### src/rtl/window_align_stream.sv
`default_nettype none
// ============================================================================
// Module      : window_align_stream
// Description : Streaming word-offset realigner for multi-word line beats.
//               Each output beat is a funnel shift across two consecutive
//               input beats (tail of the held beat, head of the next beat),
//               using an offset latched on the first beat of each line. The
//               end of a line is flushed against an all-zero beat.
//               Write addresses of the held beat travel with the output.
// Ports       : clk, rst_n               - clock, async active-low reset
//               cfg_offset              - word offset, sampled on accepted sol
//               in_valid/in_ready       - input handshake
//               in_sol/in_eol           - input line framing
//               in_data                 - input beat (word x at x*WORD_SIZE)
//               in_addr_y/in_addr_block - input write addresses
//               out_valid/out_ready     - output handshake
//               out_data                - aligned beat
//               out_addr_y/out_addr_block - addresses of the producing beat
//               out_eol                 - last output beat of a line
//               err_sol                 - sticky: sol seen mid-line
// Revision    : 1.0 - initial streaming release
// ============================================================================
module window_align_stream #(
    parameter int WORDS       = 8,
    parameter int WORD_SIZE   = 8,
    parameter int INDEX_WIDTH = 10,
    parameter int OFF_W       = $clog2(WORDS)
) (
    input  logic                         clk,
    input  logic                         rst_n,
    input  logic [OFF_W-1:0]             cfg_offset,
    input  logic                         in_valid,
    output logic                         in_ready,
    input  logic                         in_sol,
    input  logic                         in_eol,
    input  logic [WORDS*WORD_SIZE-1:0]   in_data,
    input  logic [INDEX_WIDTH-1:0]       in_addr_y,
    input  logic [INDEX_WIDTH-1:0]       in_addr_block,
    output logic                         out_valid,
    input  logic                         out_ready,
    output logic [WORDS*WORD_SIZE-1:0]   out_data,
    output logic [INDEX_WIDTH-1:0]       out_addr_y,
    output logic [INDEX_WIDTH-1:0]       out_addr_block,
    output logic                         out_eol,
    output logic                         err_sol
);

    localparam int c_BEAT_W = WORDS * WORD_SIZE;

    typedef enum logic [1:0] {
        S_IDLE   = 2'd0,
        S_STREAM = 2'd1,
        S_FLUSH  = 2'd2
    } state_t;

    state_t                   r_state;
    state_t                   w_state_nxt;

    logic [c_BEAT_W-1:0]      r_held;
    logic [INDEX_WIDTH-1:0]   r_addr_y;
    logic [INDEX_WIDTH-1:0]   r_addr_blk;
    logic [OFF_W-1:0]         r_off;

    logic                     r_out_valid;
    logic [c_BEAT_W-1:0]      r_out_data;
    logic [INDEX_WIDTH-1:0]   r_out_addr_y;
    logic [INDEX_WIDTH-1:0]   r_out_addr_blk;
    logic                     r_out_eol;
    logic                     r_err_sol;

    logic                     w_out_free;
    logic                     w_in_ready;
    logic                     w_accept;
    logic                     w_prime;
    logic                     w_emit_stream;
    logic                     w_emit_flush;
    logic                     w_err_set;

    logic [c_BEAT_W-1:0]      w_nxt;
    logic [2*c_BEAT_W-1:0]    w_cat;
    logic [c_BEAT_W-1:0]      w_aligned;

    // ------------------------------------------------------------------
    // State register
    // ------------------------------------------------------------------
    always_ff @(posedge clk or negedge rst_n) begin
        if (!rst_n) begin
            r_state <= S_IDLE;
        end else begin
            r_state <= w_state_nxt;
        end
    end

    // ------------------------------------------------------------------
    // Handshake, next state and datapath strobes
    // ------------------------------------------------------------------
    always_comb begin
        w_out_free    = !r_out_valid || out_ready;
        w_in_ready    = (r_state != S_FLUSH) && w_out_free;
        w_accept      = in_valid && w_in_ready;
        w_prime       = 1'b0;
        w_emit_stream = 1'b0;
        w_emit_flush  = 1'b0;
        w_err_set     = 1'b0;
        w_state_nxt   = r_state;

        case (r_state)
            S_IDLE: begin
                // Beats without sol are accepted and dropped here.
                if (w_accept && in_sol) begin
                    w_prime     = 1'b1;
                    w_state_nxt = in_eol ? S_FLUSH : S_STREAM;
                end
            end
            S_STREAM: begin
                if (w_accept) begin
                    if (in_sol) begin
                        // New line starts before the old one ended: drop the
                        // held beat and re-prime. A sol+eol beat here is a
                        // complete one-beat line, so it flushes like in IDLE.
                        w_prime   = 1'b1;
                        w_err_set = 1'b1;
                    end else begin
                        w_emit_stream = 1'b1;
                    end
                    if (in_eol) begin
                        w_state_nxt = S_FLUSH;
                    end
                end
            end
            S_FLUSH: begin
                if (w_out_free) begin
                    w_emit_flush = 1'b1;
                    w_state_nxt  = S_IDLE;
                end
            end
            default: begin
                w_state_nxt = S_IDLE;
            end
        endcase
    end

    // ------------------------------------------------------------------
    // Funnel shift: {next, held} viewed as 2*WORDS words, output word x
    // is word x+offset of that concatenation. The flush uses a zero beat.
    // ------------------------------------------------------------------
    always_comb begin
        w_nxt     = (r_state == S_FLUSH) ? '0 : in_data;
        w_cat     = {w_nxt, r_held};
        w_aligned = '0;
        for (int x = 0; x < WORDS; x++) begin
            w_aligned[x*WORD_SIZE +: WORD_SIZE] =
                w_cat[(x + int'(r_off))*WORD_SIZE +: WORD_SIZE];
        end
    end

    // ------------------------------------------------------------------
    // Held beat, latched offset and output register
    // ------------------------------------------------------------------
    always_ff @(posedge clk or negedge rst_n) begin
        if (!rst_n) begin
            r_held         <= '0;
            r_addr_y       <= '0;
            r_addr_blk     <= '0;
            r_off          <= '0;
            r_out_valid    <= 1'b0;
            r_out_data     <= '0;
            r_out_addr_y   <= '0;
            r_out_addr_blk <= '0;
            r_out_eol      <= 1'b0;
            r_err_sol      <= 1'b0;
        end else begin
            if (r_out_valid && out_ready) begin
                r_out_valid <= 1'b0;
            end
            // Emission only happens when the output register is free, so a
            // new load never overwrites an unconsumed beat.
            if (w_emit_stream || w_emit_flush) begin
                r_out_valid    <= 1'b1;
                r_out_data     <= w_aligned;
                r_out_addr_y   <= r_addr_y;
                r_out_addr_blk <= r_addr_blk;
                r_out_eol      <= w_emit_flush;
            end
            if (w_prime || w_emit_stream) begin
                r_held     <= in_data;
                r_addr_y   <= in_addr_y;
                r_addr_blk <= in_addr_block;
            end
            if (w_prime) begin
                r_off <= cfg_offset;
            end
            if (w_err_set) begin
                r_err_sol <= 1'b1;
            end
        end
    end

    assign in_ready       = w_in_ready;
    assign out_valid      = r_out_valid;
    assign out_data       = r_out_data;
    assign out_addr_y     = r_out_addr_y;
    assign out_addr_block = r_out_addr_blk;
    assign out_eol        = r_out_eol;
    assign err_sol        = r_err_sol;

endmodule
`default_nettype wire

### config.mk
export PLATFORM = sky130hd
export DESIGN_NAME = window_align_stream
export DESIGN_NICKNAME = d
export VERILOG_FILES = /design/src/rtl/window_align_stream.sv
export SDC_FILE = /design/constraint.sdc
export NUM_CORES = 1
export LEC_CHECK = 0
export CAP_MARGIN = 20
export CORE_AREA = 4 4 144 146
export DETAILED_ROUTE_END_ITERATION = 10
export DIE_AREA = 0 0 148 150
export GPL_ROUTABILITY_DRIVEN = 0
export PLACE_DENSITY = 0.73
export SYNTH_ARGS = -nofsm -noshare
export SYNTH_HDL_FRONTEND = slang
export SYNTH_SLANG_ARGS = --single-unit
### constraint.sdc
create_clock -name clk -period 4.9 [get_ports clk]
set_input_delay 0.98 -clock clk [delete_from_list [all_inputs] [get_ports clk]]
set_output_delay 0.98 -clock clk [all_outputs]
set_load 0.05 [all_outputs]
After elaboration in Yosys (flattened, before gate mapping)

Cells that the tools add are included.

Register bits after elaboration: 176
Input bits: 93

Add/subtract/negate cells: 7
Equality and inequality tests: 7
Shift-type cells: 8
Mux-type cells: 19
Reduce and logical (&&, ||, !) cells: 11

Operator list:

| cell                  | count |
|---|---|
| $shiftx A128 B8 Y8    | 7 |
| $shiftx A128 B7 Y8    | 1 |
| $mux W64              | 1 |
| $add A3 B3 Y4 const A | 4 |
| $mux W1               | 11 |
| $mux W2               | 5 |
| $ne A2 B2 Y1 const B  | 5 |
| $add A2 B3 Y4 const A | 2 |
| $pmux W2 S3           | 1 |
| $add A1 B3 Y4 const A | 1 |
| $logic_and A1 B1 Y1   | 4 |
| $reduce_and A4 Y1     | 1 |
| $logic_or A1 B1 Y1    | 3 |
| $eq A2 B1 Y1 const B  | 1 |
| $eq A2 B2 Y1 const B  | 1 |
| $logic_not A2 Y1      | 1 |
| $pmux W1 S2           | 1 |
| $reduce_bool A2 Y1    | 1 |
| $logic_not A1 Y1      | 1 |

Longest topological paths before layout

Gate-level depths: netlist of run 1.

Depth in word-level cells: 8
Gate-level depth with buffers: 8
Depth with buffers taken out: 5

Least setup slack after synthesis of run 1

No wires, ideal clock.

Path type: input to output
From: input out_ready
To: output in_ready
Arrival time: 1.690 ns
Required time: 3.920 ns
Slack: 2.230 ns
Stages: 2
Path buffers: 0
Cell sequence: nor2b_1 > nor2_1

Cells in the longest elaborated chain, start to end: 2

Ends and longest elaborated chain:

| what                | line | RTL |
|---|---|---|
| from (decl)         | 40   | `input logic out_ready,` |
| $logic_or A1 B1 Y1  | 98   | `w_out_free = !r_out_valid \|\| out_ready;` |
| $logic_and A1 B1 Y1 | 99   | `w_in_ready = (r_state != S_FLUSH) && w_out_free;` |
| to (decl)           | 33   | `output logic in_ready,` |

No other way between the ends.

Worst setup path after layout of run 1

Same ends and word-level chain as after synthesis.

==> results of run 1 <==
==> how the worst max path moves through the flow <==
stage,from,end,slack [ns],cells after the start
2_1_floorplan,out_ready,in_ready,2.23,2
3_3_place_gp,out_ready,in_ready,1.49,4
3_5_place_dp,out_ready,in_ready,1.46,4
4_1_cts,out_ready,in_ready,1.45,4
5_1_grt,out_ready,in_ready,1.40,4
6_report,out_ready,in_ready,1.46,4
==> cell type report <==
type                    count  area (sq um)
fillers                  1653          7340
multi-input cells         522          4770
flip-flops and latches    176          4410
repair buffers            194          1930
clock buffers              18           429
well taps                 265           332
clock inverters            14           170
inverters                   3          12.5
diodes                      1          2.50
==> synthesized netlist by cell type, drive strengths merged (7+ instances only) <==
master	count	area [sq um]
a211oi	9	67.6
a21oi	29	145
a22oi	15	113
a2bb2oi	16	146
and2	7	43.8
buf	47	320
clkbuf	19	71.3
dfrtp	176	4400
mux2	139	1570
mux2i	43	430
mux4	47	1060
nand2	75	284
nor2	20	85.1
o21ai	68	344
o22a	9	78.8
==> through the flow <==
stage	cell area (sq um)	hold slack, ns	utilization
6_report	12100	0.477	0.622
5_1_grt	12100	0.496	0.622
4_1_cts	12100	0.482	0.621
3_5_place_dp	11500	0.466	0.590
3_3_place_gp	11500	0.452	0.590
2_1_floorplan	9560	0.450	-
==> routing by layer <==
metal	up-vias	wire (um)	part of all wire	track usage
met5	-	0	0	0
met4	0	390	0.015	0.0605
met3	28	2060	0.081	0.0554
met2	289	10800	0.42	0.315
met1	3529	12200	0.48	0.367
li1	3194	-	-	-
==> cells by family after synthesis <==
family	synth area share
AOI/OAI and AO/OA	0.128
buffers and inverters	0.0423
DFF	0.461
muxes	0.319
and+or+nand+nor	0.0496
==> power by group through the flow <==
stage | Sequential [W] | Clock (W) | Combinational, W
final | 0.00257 | 0.00138 | 0.00422
after global routing | 0.00267 | 0.00146 | 0.00448
after CTS | 0.00257 | 0.00140 | 0.00423
after detailed placement | 0.00260 | 0 | 0.00421
after global placement | 0.00258 | 0 | 0.00416
after floorplan | 0.00356 | 0 | 0.00191
==> worst max-delay path, cell delays in order <==
cell and delay [ns]:
sky130_fd_sc_hd__clkdlybuf4s50_1 0.47, sky130_fd_sc_hd__nor2b_1 0.07, sky130_fd_sc_hd__nor2_1 0.11, sky130_fd_sc_hd__clkdlybuf4s50_1 0.83
==> flip-flops by register name, summed over array words and instances (netlist names), 2 cells and up <==
register,count
out_data,64
r_held,64
out_addr_block,10
out_addr_y,10
r_addr_blk,10
r_addr_y,10
r_off,3
r_state,2
==> results_tabular.tex, run 1 <==
\begin{tabular}{lr}
\hline
Metric & Value \\
\hline
\multicolumn{2}{l}{\textbf{Yosys}} \\
Flip-flop cell with the highest count after synthesis & sky130\_fd\_sc\_hd\_\_dfrtp\_1 \\
Number of register bits inferred by synthesis & 176 \\
Distinct cell type count of the synthesized netlist & 48 \\
Net count after synthesis & 860 \\
Gate count of the mapped netlist & 767 \\
Synthesis warning total & 0 \\
EDFF count, synth & 0 \\
Sequential fraction of the synthesis area & 0.461 \\
Post-Syn Area per Cell & 12.5 sq um \\
FFs w/ async S/R, synth & 1.00 \\
Synthesized cell area & 9560 sq um \\
\multicolumn{2}{l}{\textbf{Route}} \\
Post-detailed-route DRC marker count & 0 \\
Average routed wire per standard cell & 21.3 um \\
Vias per std cell & 5.90 \\
Total wire length after detailed routing & 25400 um \\
Total iterations of the first detailed-routing run & 5 \\
Remaining antenna violation count & 0 \\
Initial drt markers & 659 \\
Via total after detailed routing & 7040 \\
\multicolumn{2}{l}{\textbf{STA}} \\
Number of endpoints with negative hold slack in the final report & 0 \\
Skew final & 0.0139 ns \\
Transition at the pin with the smallest max-transition slack & 1.01 ns \\
Final setup violation count & 0 \\
TNS Setup & 0 ns \\
Worst relative slew slack & 0.326 \\
RSZ-0062 raised after global routing & false \\
Final WS setup & 1.46 ns \\
Period minus WS final & 3.44 ns \\
Highest Clock Rate & 0.290 GHz \\
Number of pins exceeding their max-slew limit in the final report & 0 \\
Share of the clock period used by the worst path & 0.703 \\
\multicolumn{2}{l}{\textbf{Power}} \\
Sequential share of power & 0.315 \\
Int Power & 0.00452 W \\
Comb power frac & 0.516 \\
Total leakage power & 4.91 nW \\
Clock network fraction of design power & 0.169 \\
PD cells & 678 nW/um\^{}2 \\
Worst ir drop on vdd & 438 uV \\
Fraction of power spent switching nets & 0.448 \\
NetSw & 0.00366 W \\
Total power consumption of the routed design & 0.00818 W \\
\multicolumn{2}{l}{\textbf{Global route}} \\
Residual overflow from global routing & 0 \\
Total Routing Usage GR & 0.231 \\
Vias in the first global route & 6868 \\
Initial antenna violation count & 1 \\
Maximum number of pins on one net before global-route repair & 71 \\
Global-route wire length before repair & 39900 um \\
\multicolumn{2}{l}{\textbf{Floorplan}} \\
Floorplan Core Area & 19400 sq um \\
Placement Rows & 51 \\
Number of I/O pins & 181 \\
Chip Width & 148 um \\
Initial core utilization & 0.493 \\
Vertical extent of the die & 150 um \\
Full die area & 22200 sq um \\
\multicolumn{2}{l}{\textbf{Layout}} \\
Layout area overhead & 26.1\% \\
Final net count & 1007 \\
Commonest cells after routing, fill and taps aside & sky130\_fd\_sc\_hd\_\_clkdlybuf4s50\_1, sky130\_fd\_sc\_hd\_\_dfrtp\_1, sky130\_fd\_sc\_hd\_\_nand2\_1 \\
Cell Count, Final, Fillers Out & 1193 \\
Fraction of final layout cells sized beyond drive strength 1 & 0.193 \\
Most common cell after layout, fill and taps aside & sky130\_fd\_sc\_hd\_\_clkdlybuf4s50\_1 \\
\multicolumn{2}{l}{\textbf{Worst setup path}} \\
Worst path required time & 3.92 ns \\
Startpoint of the lowest-slack register-to-register path & r\_off[0] \\
Worst reg2reg setup slack & 2.16 ns \\
Worst setup EP type & output port \\
Kind of critical path & in2out \\
Highest fanout seen on the critical path & 3 \\
Logic depth of the worst register-to-register path & 5 \\
Data arrival, critical path & 2.46 ns \\
Destination of the worst register-to-register timing path & out\_data[10] \\
Crit path launch type & primary input \\
\multicolumn{2}{l}{\textbf{Hold path}} \\
Tightest Hold Check Type & reg2reg \\
Min-Delay Path Depth & 1 \\
Terminating pin of the worst hold path & out\_addr\_y[4] \\
Start point of the worst hold path & r\_addr\_y[4] \\
\multicolumn{2}{l}{\textbf{Place}} \\
Detailed placer's ending HPWL & 17500 um \\
Post-placement worst setup slack & 1.46 ns \\
Number of placed instances with taps included & 1160 \\
Number of buffer cells added on primary ports & 180 \\
\multicolumn{2}{l}{\textbf{Clocking}} \\
TritonCTS clock tree & yes \\
Post-cts resize count & 0 \\
Clock sink total & 176 \\
H-tree lvl count & 4 \\
Number of hold buffers added after cts & 0 \\
Clock transition time at the flip-flop clock pins of the worst setup and hold paths & 0.07 ns \\
CTS Root Cell & sky130\_fd\_sc\_hd\_\_clkbuf\_16 \\
Total clock buffers created by CTS & 17 \\
Post-CTS setup buffers & 0 \\
Maximum count of clock buffers along a single path & 2 \\
Clk Latency, worst-skew pair & 0.44 ns \\
\multicolumn{2}{l}{\textbf{Status}} \\
Status & complete, no violations \\
\multicolumn{2}{l}{\textbf{Flow run}} \\
Maxcap violations & 0 \\
\hline
\end{tabular}
(Power assumes the default switching activity.)
==> run 2: changes to the inputs <==
Settings changed: CORE_AREA 4 4 144 146 to 4 4 147 149, DIE_AREA 0 0 148 150 to 0 0 151 153.
Clock period 4.9 ns to 2.8 ns, I/O delays scaled along.
==> results_tabular.tex, run 2 (synthesis results as in run 1) <==
\begin{tabular}{lr}
\hline
Metric & Value \\
\hline
\multicolumn{2}{l}{\textbf{Place}} \\
Post-placement worst setup slack & 0.378 ns \\
Detailed placer's ending HPWL & 18400 um \\
Number of buffer cells added on primary ports & 180 \\
Number of placed instances with taps included & 1175 \\
\multicolumn{2}{l}{\textbf{STA}} \\
Highest Clock Rate & 0.443 GHz \\
Final setup violation count & 0 \\
RSZ-0062 raised after global routing & false \\
Final WS setup & 0.544 ns \\
Number of endpoints with negative hold slack in the final report & 0 \\
Period minus WS final & 2.26 ns \\
TNS Setup & 0 ns \\
Transition at the pin with the smallest max-transition slack & 0.595 ns \\
Skew final & 0.00807 ns \\
Number of pins exceeding their max-slew limit in the final report & 0 \\
Final Hold Slack & 0.0648 ns \\
Worst relative slew slack & 0.604 \\
Share of the clock period used by the worst path & 0.806 \\
\multicolumn{2}{l}{\textbf{Layout}} \\
Total of fill cells in the finished design & 1660 \\
Fraction of final layout cells sized beyond drive strength 1 & 0.203 \\
Cell Count, Final, Fillers Out & 1207 \\
Most common cell after layout, fill and taps aside & sky130\_fd\_sc\_hd\_\_clkdlybuf4s50\_1 \\
Diodes inserted & 0 \\
End-of-flow core utilization & 0.606 \\
Layout area overhead & 27.8\% \\
Final net count & 1017 \\
Commonest cells after routing, fill and taps aside & sky130\_fd\_sc\_hd\_\_clkdlybuf4s50\_1, sky130\_fd\_sc\_hd\_\_dfrtp\_1, sky130\_fd\_sc\_hd\_\_nand2\_1 \\
\multicolumn{2}{l}{\textbf{Worst setup path}} \\
Destination of the worst register-to-register timing path & out\_data[34] \\
Count of buffering cells on the critical path with inverters included & 1 \\
Ordered cell list for the critical path & clkdlybuf4s50\_1 \\
Worst setup EP type & output port \\
Kind of critical path & reg2out \\
Worst path required time & 2.24 ns \\
Cell at the slowest stage of the critical path & sky130\_fd\_sc\_hd\_\_clkdlybuf4s50\_1 \\
Logic depth of the worst register-to-register path & 4 \\
Highest fanout seen on the critical path & 2 \\
Worst path max stage delay & 0.85 ns \\
CP top delay family & buffers and inverters \\
Data arrival, critical path & 1.70 ns \\
Startpoint of the lowest-slack register-to-register path & r\_off[1] \\
Worst reg2reg setup slack & 0.68 ns \\
Crit path launch type & register \\
\multicolumn{2}{l}{\textbf{Global route}} \\
Maximum number of pins on one net before global-route repair & 53 \\
Vias in the first global route & 7135 \\
Total Routing Usage GR & 0.227 \\
Initial antenna violation count & 0 \\
Residual overflow from global routing & 0 \\
Global-route wire length before repair & 41000 um \\
\multicolumn{2}{l}{\textbf{Clocking}} \\
Maximum count of clock buffers along a single path & 2 \\
Clock sink total & 176 \\
Post-cts resize count & 0 \\
Number of hold buffers added after cts & 0 \\
Post-CTS setup buffers & 0 \\
Clock transition time at the flip-flop clock pins of the worst setup and hold paths & 0.08 ns \\
CTS Root Cell & sky130\_fd\_sc\_hd\_\_clkbuf\_16 \\
Total clock buffers created by CTS & 17 \\
Clk Latency, worst-skew pair & 0.43 ns \\
H-tree lvl count & 4 \\
TritonCTS clock tree & yes \\
\multicolumn{2}{l}{\textbf{Power}} \\
Worst ir drop on vdd & 566 uV \\
Total leakage power & 5.00 nW \\
PD cells & 1180 nW/um\^{}2 \\
\multicolumn{2}{l}{\textbf{Route}} \\
Total wire length after detailed routing & 25700 um \\
Post-detailed-route DRC marker count & 0 \\
Remaining antenna violation count & 0 \\
Vias per std cell & 5.87 \\
Total iterations of the first detailed-routing run & 5 \\
Average routed wire per standard cell & 21.3 um \\
Initial drt markers & 694 \\
Via total after detailed routing & 7085 \\
\multicolumn{2}{l}{\textbf{Flow run}} \\
Maxcap violations & 0 \\
\multicolumn{2}{l}{\textbf{Floorplan}} \\
Full die area & 23100 sq um \\
Initial core utilization & 0.474 \\
Number of I/O pins & 181 \\
Vertical extent of the die & 153 um \\
Placement Rows & 52 \\
Chip Width & 151 um \\
Floorplan Core Area & 20200 sq um \\
\multicolumn{2}{l}{\textbf{Status}} \\
Status & complete, no violations \\
\multicolumn{2}{l}{\textbf{Hold path}} \\
Tightest Hold Check Type & in2async \\
\hline
\end{tabular}
run 2: routing by layer:
layer | vias up | global-route usage | wire length [um] | share of wire
met5 | - | 0 | 0 | 0
li1 | 3214 | - | - | -
met3 | 23 | 0.0684 | 2330 | 0.090
met2 | 286 | 0.317 | 11100 | 0.43
met4 | 0 | 0.0535 | 359 | 0.014
met1 | 3562 | 0.348 | 11900 | 0.46
run 2: report_power, final:
group / total [W] / internal, W / leakage [nW] / switching, W
Sequential: 0.00445 / 0.00358 / 2.10 / 0.000870
Clock: 0.00236 / 0.00121 / 0.291 / 0.00115
Combinational: 0.00759 / 0.00313 / 2.60 / 0.00446
Total: 0.0144 / 0.00792 / 5.00 / 0.00648
run 2: stage by stage:
| step | instance area [sq um] | power, W |
|---|---|---|
| after floorplan | 9560 | 0.00957 |
| after detailed placement | 11600 | 0.0120 |
| after CTS | 12200 | 0.0144 |
| after global placement | 11600 | 0.0119 |
| after global routing | 12200 | 0.0152 |
| final | 12200 | 0.0144 |
run 2: layout make-up:
class / instances / area (sq um) / area share
clock buffer: 18 / 429 / 0.0351
clock inverter: 14 / 170 / 0.0139
inverter: 3 / 12.5 / 0.00102
multi-input combinational: 522 / 4770 / 0.390
sequential: 176 / 4410 / 0.361
tap: 270 / 338 / 0.0276
timing repair buffer: 204 / 2090 / 0.171
run 2: how the worst max path moves through the flow:
stage / to / start / cells past startpoint
after CTS: out_data[21] / out_data[21] / 1
after global routing: out_data[21] / out_data[21] / 1
after detailed placement: out_data[3] / in_sol / 8
after global placement: r_held[38] / out_ready / 6
after floorplan: in_ready / out_valid / 2
final: out_data[21] / out_data[21] / 1
